--- src/rtl/ibex_x_compressed_issue.sv ---
// ibex_x_compressed_issue: routes fetched instructions to the decoder, offloading
// compressed instructions the core rejects to a coprocessor over the X-IF compressed interface.
package ibex_pkg;
  parameter int unsigned X_ID_WIDTH = 4;
  typedef struct packed {
    logic [15:0]           instr;
    logic [1:0]            mode;
    logic [X_ID_WIDTH-1:0] id;
  } x_compressed_req_t;
  typedef struct packed {
    logic [31:0] instr;
    logic        accept;
  } x_compressed_resp_t;
endpackage

module ibex_x_compressed_issue
  import ibex_pkg::*;
#(
  parameter int unsigned XIdWidth = X_ID_WIDTH
) (
  input  logic               clk_i,
  input  logic               rst_ni,
  input  logic               flush_i,
  input  logic [1:0]         priv_mode_i,
  input  logic               fetch_valid_i,
  output logic               fetch_ready_o,
  input  logic [31:0]        fetch_instr_i,
  input  logic [31:0]        fetch_instr_dec_i,
  input  logic               fetch_illegal_c_i,
  output logic               x_compressed_valid_o,
  input  logic               x_compressed_ready_i,
  output x_compressed_req_t  x_compressed_req_o,
  input  x_compressed_resp_t x_compressed_resp_i,
  output logic               out_valid_o,
  input  logic               out_ready_i,
  output logic [31:0]        out_instr_o,
  output logic               out_illegal_o,
  output logic               out_offloaded_o
);
  typedef enum logic [1:0] {IDLE, REQ, OUT} state_e;
  state_e              state_q;
  x_compressed_req_t   req_q;
  logic [XIdWidth-1:0] id_q;
  logic                flush_pend_q;
  logic [31:0]         out_instr_q;
  logic                out_illegal_q;
  logic                out_offl_q;
  logic                fetch_hs;
  logic                is_c;
  assign fetch_ready_o        = !flush_i && (state_q == IDLE || (state_q == OUT && out_ready_i));
  assign fetch_hs             = fetch_valid_i && fetch_ready_o;
  assign is_c                 = fetch_instr_i[1:0] != 2'b11;
  assign x_compressed_valid_o = state_q == REQ;
  assign x_compressed_req_o   = req_q;
  assign out_valid_o          = state_q == OUT;
  assign out_instr_o          = out_instr_q;
  assign out_illegal_o        = out_illegal_q;
  assign out_offloaded_o      = out_offl_q;
  always_ff @(posedge clk_i or negedge rst_ni) begin
    if (!rst_ni) begin
      state_q       <= IDLE;
      req_q         <= '0;
      id_q          <= '0;
      flush_pend_q  <= 1'b0;
      out_instr_q   <= '0;
      out_illegal_q <= 1'b0;
      out_offl_q    <= 1'b0;
    end else if (state_q == REQ) begin
      // The request stays up until the handshake; a flush only marks the answer as stale.
      if (x_compressed_ready_i) begin
        id_q         <= id_q + 1'b1;
        flush_pend_q <= 1'b0;
        if (flush_pend_q || flush_i) begin
          state_q <= IDLE;
        end else begin
          state_q       <= OUT;
          out_instr_q   <= x_compressed_resp_i.accept ? x_compressed_resp_i.instr : {16'b0, req_q.instr};
          out_illegal_q <= !x_compressed_resp_i.accept;
          out_offl_q    <= 1'b1;
        end
      end else if (flush_i) begin
        flush_pend_q <= 1'b1;
      end
    end else if (fetch_hs) begin
      if (is_c && fetch_illegal_c_i) begin
        state_q <= REQ;
        req_q   <= '{instr: fetch_instr_i[15:0], mode: priv_mode_i, id: id_q};
      end else begin
        state_q       <= OUT;
        out_instr_q   <= is_c ? fetch_instr_dec_i : fetch_instr_i;
        out_illegal_q <= 1'b0;
        out_offl_q    <= 1'b0;
      end
    end else if (flush_i || out_ready_i) begin
      state_q <= IDLE;
    end
  end
endmodule

--- config.mk ---
export PLATFORM = sky130hd
export DESIGN_NAME = ibex_x_compressed_issue
export DESIGN_NICKNAME = d
export VERILOG_FILES = /design/src/rtl/ibex_x_compressed_issue.sv
export SDC_FILE = /design/constraint.sdc
export NUM_CORES = 1
export LEC_CHECK = 0
export BUFFER_PORTS_ARGS = -buffer_cell sky130_fd_sc_hd__clkbuf_2
export CORE_MARGIN = 5
export CORE_UTILIZATION = 46
export CTS_CLUSTER_SIZE = 14
export DETAILED_ROUTE_END_ITERATION = 8
export PLACE_DENSITY = 0.86
export SYNTH_ARGS = -nofsm -noshare
export SYNTH_HDL_FRONTEND = slang
export SYNTH_SLANG_ARGS = --single-unit
--- constraint.sdc ---
create_clock -name clk_i -period 2.2 [get_ports clk_i]
set_clock_uncertainty 0.1 [all_clocks]
set_input_delay 0.44 -clock clk_i [delete_from_list [all_inputs] [get_ports clk_i]]
set_output_delay 0.44 -clock clk_i [all_outputs]
set_load 0.01 [all_outputs]
## Yosys cells after proc, flatten, opt, wreduce, memory -nomap -nowiden

Index checks and enable logic that the tools add are counted.

- Bits of input ports: 106
- Bits in latches: 0
- Memories kept: 0
- Flip-flop bits (word level): 63
- RAM bits: 0
- Output and inout bits: 59
- Word-level logic and storage cells: 58
- Memory bits (read-only): 0

- $mul: 0
- Order comparisons: 0
- Mux-type cells: 23
- Reductions and logical operators: 18
- Shift-type cells: 0
- Bitwise logic cells: 1
- Div/mod/pow operators: 0
- Eq/ne operators: 6
- $add $sub $neg: 1

Operator list:

| cell | number |
|---|---|
| $mux W32 | 7 |
| $mux W2 | 6 |
| $mux W1 | 10 |
| $ne A2 B2 Y1 const B | 3 |
| $reduce_and A2 Y1 | 3 |
| $add A4 B1 Y4 const B | 1 |
| $logic_and A1 B1 Y1 | 4 |
| $reduce_and A4 Y1 | 1 |
| $reduce_bool A2 Y1 | 2 |
| $logic_or A1 B1 Y1 | 3 |
| $reduce_and A3 Y1 | 1 |
| $reduce_bool A3 Y1 | 1 |
| $eq A2 B1 Y1 const B | 1 |
| $eq A2 B2 Y1 const B | 1 |
| $logic_not A1 Y1 | 2 |
| $logic_not A2 Y1 | 1 |
| $ne A2 B1 Y1 const B | 1 |
| $not A1 Y1 | 1 |

## Logic depth before layout (Yosys ltp)

Gate-level depths: netlist of run 1.

- Depth after elaboration: 7
- Gate-level depth with buffers: 6
- Depth with buffers taken out: 5

## Least setup slack after synthesis of run 1

No wires, ideal clock.

- Path kind: reg2reg
- Start point: reg state_q[1]
- End point: reg out_instr_q[0] (netlist: out_instr_o[0])
- Data required time: 1.975 ns
- Library setup time: 0.125 ns
- Slack: 0.428 ns
- Path buffers: 1
- Cell stages (with the launch flop): 6
- Period minus slack after synthesis: 1.772 ns
- Arrival: 1.548 ns
- Path through: dfrtp_1 > nand3b_4 > or3_4 > o21ai_4 > buf_8 > mux2_2

- Word-level cells in the longest chain between the ends: 7
- Elaborated cells between the ends (all ways): 13
- Classes of those cells: eq/ne: 5; mux: 1; reduce/logical: 7

RTL lines:

| element | RTL line | RTL |
|---|---|---|
| from (decl) | 41 | `state_e state_q;` |
| from (signal assigned) | 61 | `state_q <= IDLE;` |
| from (signal assigned) | 74 | `state_q <= IDLE;` |
| from (signal assigned) | 76 | `state_q <= OUT;` |
| $eq A2 B2 Y1 | 50 | `assign fetch_ready_o = !flush_i && (state_q == IDLE \|\| (state_q == OUT && out_ready_i));` |
| $logic_and A1 B1 Y1 | 50 |  |
| $logic_or A1 B1 Y1 | 50 |  |
| $logic_and A1 B1 Y1 | 50 |  |
| $logic_and A1 B1 Y1 | 51 | `assign fetch_hs = fetch_valid_i && fetch_ready_o;` |
| $reduce_bool A2 Y1 (no source line) | n/a |  |
| $reduce_and A4 Y1 (no source line) | n/a |  |
| to (signal assigned) | 77 | `out_instr_q <= x_compressed_resp_i.accept ? x_compressed_resp_i.instr : {16'b0, req_q.instr};` |
| to (signal assigned) | 90 | `out_instr_q <= is_c ? fetch_instr_dec_i : fetch_instr_i;` |
| to (decl) | 45 | `logic [31:0] out_instr_q;` |

Parallel ways exist; a longest one is shown, timed or not.
A chain may end at the register's enable or synchronous reset.

## Worst setup path after layout of run 1

- Start point: reg state_q[1]
- End point: reg out_instr_q[30] (netlist: out_instr_o[30])

Same word-level chain as after synthesis.

==> metrics, run 1 <==
max incr delay on CP about 0.42 ns; Synth Instances 313; # rows 31; Tcrit/Tclk final 87.6%; final cell count without fillers ~580; Avg Inst Size Synth approximately 11 um^2; Final TNS setup 0 ns; initial antenna violation count 0; Slew Limit Headroom ~63%; gr ovfl total 0; CP bufs+invs 1; Tmin final a little under 2 ns; CP max FO 15; unrepaired setup endpoints after global routing no; WP depth 5; P_leak ~0.0023 uW; post-CTS resize count 0; # DRC 0; CP Data Arrival Time 2.03 ns; syn nets between 400 and 500; Reg2Reg Setup Slack 0.27 ns; port bufs around 160; post-route ant nets 0; f_max 0.519 GHz; Synth Flop Type dfrtp_1; yosys warns 0; Post-synth EDFFs 0; reg2reg end out_instr_o[30]; Detailed Route Iter0 Violations around 130; Worst Setup Path Type flop to flop; Top Family by Delay on Critical Path simple AND/OR/NAND/NOR gates; Clock Path Buffers 2; Syn-to-layout area delta 32.7%; hold slack -0.00109 ns; CP Data Required Time 2.30 ns; Overall Power between 4000 and 5000 uW; failing checks negative hold slack; root buffer cell clkbuf_8; clk_lat worst skew ~0.32 ns; commonest cells in the netlist dfrtp_1, nand2_1, mux2_2; Max Cap Viol 0; area of the die about 9100 um^2; Clock Pin Slew Worst Setup and Hold Paths approximately 0.070 ns; critical path startpoint category flop; fraction of layout cells with a size suffix above 1 between 50% and 60%; Cell Pwr Density 935 nW/um^2; I/O Pins ~170; # hold bufs at CTS 0; Avg WL per Cell 16.1 um; Post-CTS Repair Setup Buffers 0; critical path endpoint category flop; area leader, netlist dfrtp_1; clock tree from TritonCTS built; Place WS between 0.15 and 0.2 ns; status finished, violations left; Die H roughly 95 um; vias per cell about 5.3; Slew Limit Fails 0; Seq/Total Area, Yosys between 40% and 50%; Synth top area share 47.1%; min setup slack post-route 0.272 ns; clock net sink count between 60 and 70; largest net degree at the start of global routing between 60 and 70; GRT Overall Usage between 20% and 30%; Post-Route WL between 9 and 10 mm; asr flop ratio synth between 90% and 100%; worst r2r path cells 5; count of different cell masters after synthesis 31; Initial Util approximately 47%; H-tree Lvls 3; Fin. Hold Viols 4; DIE WIDTH 95.3 um; first-pass GRT wire length 14.4 mm; Synth Register Bits 63; drt first pass iters 4; Cells after DPL around 560; critical path's slowest cell dfrtp_1; Crit Reg-Reg Startpoint state_q[1]; final net count just under 600; worst slew pin tran 0.552 ns; HP Class input pin to async pin; vias between 3000 and 4000; top post-synthesis cells by area dfrtp_1, mux2_2, mux2_4; Post-Syn Area approximately 3300 um^2; CTS buffer count 9; vias in the first global route ~3100; # setup viols final 0; core box area between 7000 and 8000 um^2; worst vdd ir ~650 uV; Inserted Diodes 0; Final GP Congestion between 0.8 and 0.9; worst path cell trace nand3b_4, or3_4, o21ai_4, buf_4, mux2_2; DP HPWL roughly 7 mm
==> power breakdown <==
part	switching [uW]	internal [uW]
Sequential	266	1550
Combinational	679	798
Clock	397	457
Total	1340	2810
==> final cells by class <==
type / instances / area, um^2
timing repair buffer: 175 / 941
clock buffer: 13 / 159
fill: 618 / 2740
multi-input combinational: 223 / 1620
inverter: 3 / 11.3
sequential: 63 / 1580
clock inverter: 1 / 5.00
tap: 99 / 124
==> worst max path at each step <==
stage / end / start
2_1_floorplan: out_instr_o[0] / state_q[1]
3_3_place_gp: out_instr_o[30] / x_compressed_ready_i
3_5_place_dp: out_instr_o[30] / x_compressed_ready_i
4_1_cts: out_instr_o[30] / state_q[1]
5_1_grt: out_instr_o[0] / state_q[1]
6_report: out_instr_o[30] / state_q[1]
==> metrics by stage <==
step / hold WS [ns] / instance area (um^2) / util [%]
floorplan: 0.0444 / 3340 / -
global placement: 0.350 / 4270 / 59.6
detailed placement: 0.354 / 4270 / 59.6
CTS: 0.000735 / 4440 / 61.8
global route: 0.0298 / 4440 / 61.8
finish: -0.00109 / 4440 / 61.8
==> kinds of logic after synthesis <==
family	synth area share (%)
AND/OR/NAND/NOR	12.9
AO/OA/AOI/OAI	13.0
flip-flops	47.1
multiplexers	21.4
buffers and inverters	4.45
XOR/XNOR	0.786
adder cells (fa/ha/maj)	0.374
==> worst reg2reg max path: cells and delay by family, from the launching register on <==
kind | cells | cell delay (ns)
buffers and inverters | 1 | 0.28
AOI/OAI and AO/OA | 1 | 0.09
DFF | 1 | 0.42
and+or+nand+nor | 2 | 0.57
muxes | 1 | 0.37
==> routing by layer <==
metal | share of wire (%) | GRT usage, % | vias to the layer above
li1 | - | - | 1435
met1 | 40 | 24.3 | 1444
met2 | 50 | 35.6 | 135
met3 | 6.7 | 4.18 | 22
met4 | 2.5 | 10.1 | 0
met5 | 0 | 0 | -
==> flip-flops by register name, indices dropped and copies added (netlist names) <==
signal	flops
out_instr_o	32
x_compressed_req_o	22
id_q	4
state_q	2
flush_pend_q	1
out_illegal_o	1
out_offloaded_o	1
==> layout by cell type, fill, tap and decap left out, types with 8 or more instances in the layout <==
cell      count
buf_4         8
mux2_4       20
nand2_1      63
a31oi_1      30
a211oi_1     14
clkbuf_2    163
mux2_2       35
clkbuf_8     11
dfrtp_1      63
nor2b_1      14
a21oi_1      20
Power figures use the tool's default switching activity.
==> inputs of run 2 (changes only) <==
--- a/config.mk
+++ b/config.mk
@@ -6,7 +6,7 @@
 export NUM_CORES = 1
 export LEC_CHECK = 0
 export BUFFER_PORTS_ARGS = -buffer_cell sky130_fd_sc_hd__clkbuf_2
-export CORE_MARGIN = 5
+export CORE_MARGIN = 1
 export CORE_UTILIZATION = 46
 export CTS_CLUSTER_SIZE = 14
 export DETAILED_ROUTE_END_ITERATION = 8
==> metrics, run 2 (synthesis gave the netlist of run 1 again) <==
critical path's slowest cell dfrtp_1; HP Class input pin to async pin; Fin. Hold Viols 2 (-2); CP Data Required Time 1.66 ns (-0.64 ns); Cell Pwr Density 997 nW/um^2 (+6.6%); vias 3021 (-0.49%); Slew Limit Fails 0 (unchanged); CP max FO 41 (+26); Clock Path Buffers 2 (unchanged); Post-CTS Repair Setup Buffers 0 (unchanged); Die H 87.3 um (-8.4%); first-pass GRT wire length 13.7 mm (-5.0%); Post-Route WL 9.00 mm (-3.4%); status finished, violations left; port bufs 164 (unchanged); DP HPWL 6.45 mm (-7.9%); critical path endpoint category output port; max reg flops 32 (unchanged); Final GP Congestion 0.772 (-7.5%); Tmin final 2.04 ns (+0.117 ns); P_leak 0.00230 uW (+1.6%); min setup slack post-route 0.155 ns (-0.117 ns); core box area 6910 um^2 (-3.7%); I/O Pins 165 (unchanged); Detailed Route Iter0 Violations 155 (+21%); Crit Reg-Reg Startpoint state_q[1]; Clock Pin Slew Worst Setup and Hold Paths 0.08 ns (about the same); CP Data Arrival Time 1.50 ns (-0.53 ns); fraction of layout cells with a size suffix above 1 52.2% (+0.73 points); GRT Overall Usage 23.8% (+3.2 points); hold slack -0.00370 ns (-0.00261 ns); CP bufs+invs 3 (+2); worst slew pin tran 0.354 ns (-0.198 ns); vias per cell 5.25 (-0.15%); Avg WL per Cell 15.6 um (-3.0%); Syn-to-layout area delta 35.7%; drt first pass iters 4 (unchanged); worst path cell trace nand2b_2, buf_12, clkinvlp_4, clkbuf_2; largest net degree at the start of global routing 64 (+4.9%); commonest non-fill, non-tap cell in the layout clkbuf_2; root buffer cell clkbuf_8; Max Cap Viol 0 (unchanged); failing checks negative hold slack; worst vdd ir 555 uV (-15%); clock tree from TritonCTS built; initial antenna violation count 0 (unchanged); Worst Setup Path Type flop to output port; critical path startpoint category flop; # DRC 0 (unchanged); Place WS 0.237 ns (+0.0517 ns); worst r2r path cells 5 (unchanged); max incr delay on CP 0.42 ns (about the same); Top Family by Delay on Critical Path buffers and inverters; H-tree Lvls 3 (unchanged); clock net sink count 63 (unchanged); reg2reg end out_instr_o[1]; unrepaired setup endpoints after global routing no; final net count 581 (-0.17%); DIE WIDTH 87.3 um (-8.4%); f_max 0.489 GHz (-5.7%); vias in the first global route 2839 (-6.9%); # setup viols final 0 (unchanged); area of the die 7620 um^2 (-16%); gr ovfl total 0 (unchanged); Inserted Diodes 0 (unchanged); Initial Util 48.4% (+1.8 points); # rows 30 (-3.2%); Tcrit/Tclk final 93.0% (+5.3 points); Final TNS setup 0 ns (unchanged); commonest cells after routing, fill and taps aside clkbuf_2, nand2_1, dfrtp_1; Reg2Reg Setup Slack 0.33 ns (+0.06 ns); CTS buffer count 9 (unchanged); Slew Limit Headroom 76.4% (+13 points); clk_lat worst skew 0.34 ns (+0.02 ns); post-route ant nets 0 (unchanged)
-- run 2: cell types whose count changed in the layout (fill, tap and decap cells not counted), moves of 2 or more --
cell / previous run / this run
buf_4: 8 / 5
bufinv_16: 0 / 3
buf_12: 3 / 5
clkbuf_1: 2 / 0
clkinvlp_4: 0 / 2
-- run 2: routing by layer --
| layer | routed length (um) | part of all wire (%) | vias to the layer above | global-route usage (%) |
|---|---|---|---|---|
| met5 | 0 | 0 | - | 0 |
| met4 | 174 | 1.9 | 0 | 9.99 |
| met3 | 451 | 5.0 | 17 | 4.45 |
| met2 | 4480 | 50 | 123 | 39.7 |
| met1 | 3890 | 43 | 1448 | 30.3 |
| li1 | - | - | 1433 | - |
-- run 2: final cells by class --
type	count	area (um^2)
inverters	3	15.0
flip-flops and latches	63	1580
clock buffers	10	138
fillers	590	2370
clock inverters	6	108
multi-input cells	223	1620
repair buffers	174	958
well taps	96	120
-- run 2: worst max path at each step --
| stage | startpoint | end | slack (ns) | depth (start not counted) |
|---|---|---|---|---|
| 2_1_floorplan | state_q[1] | out_instr_o[0] | 0.43 | 5 |
| 3_3_place_gp | x_compressed_ready_i | out_instr_o[31] | 0.30 | 6 |
| 3_5_place_dp | x_compressed_ready_i | out_instr_o[1] | 0.24 | 6 |
| 4_1_cts | state_q[0] | x_compressed_valid_o | 0.08 | 4 |
| 5_1_grt | state_q[1] | x_compressed_valid_o | 0.07 | 4 |
| 6_report | state_q[1] | x_compressed_valid_o | 0.16 | 4 |
-- run 2: timing repair --
item	4_1_cts	5_1_grt
hold buffers	0	0
resized for setup	0	1
endpoints found under the setup margin	0	1
-- run 2: through the flow --
step / util [%] / cell area, um^2 / total power, uW / std cells / hold slack [ns]
floorplan: - / 3340 / 2640 / 313 / 0.0444
global placement: 62.1 / 4290 / 3230 / 559 / 0.359
detailed placement: 62.1 / 4290 / 3310 / 559 / 0.358
CTS: 65.6 / 4530 / 4560 / 575 / 0.00681
global route: 65.7 / 4540 / 4770 / 575 / 0.0190
finish: 65.7 / 4540 / 4530 / 575 / -0.00370
-- run 2: power by group --
part	leakage (uW)	internal [uW]	switching [uW]
logic	0.00141	804	677
clock network	0.000122	780	454
registers	0.000763	1550	257
total	0.00230	3140	1390
-- run 2: worst reg2reg max path, stage by stage (launching register included) --
cell and delay [ns]:
dfrtp_1 0.43, nand3b_4 0.20, or3_4 0.37, o21ai_4 0.10
buf_12 0.20, mux2_2 0.35
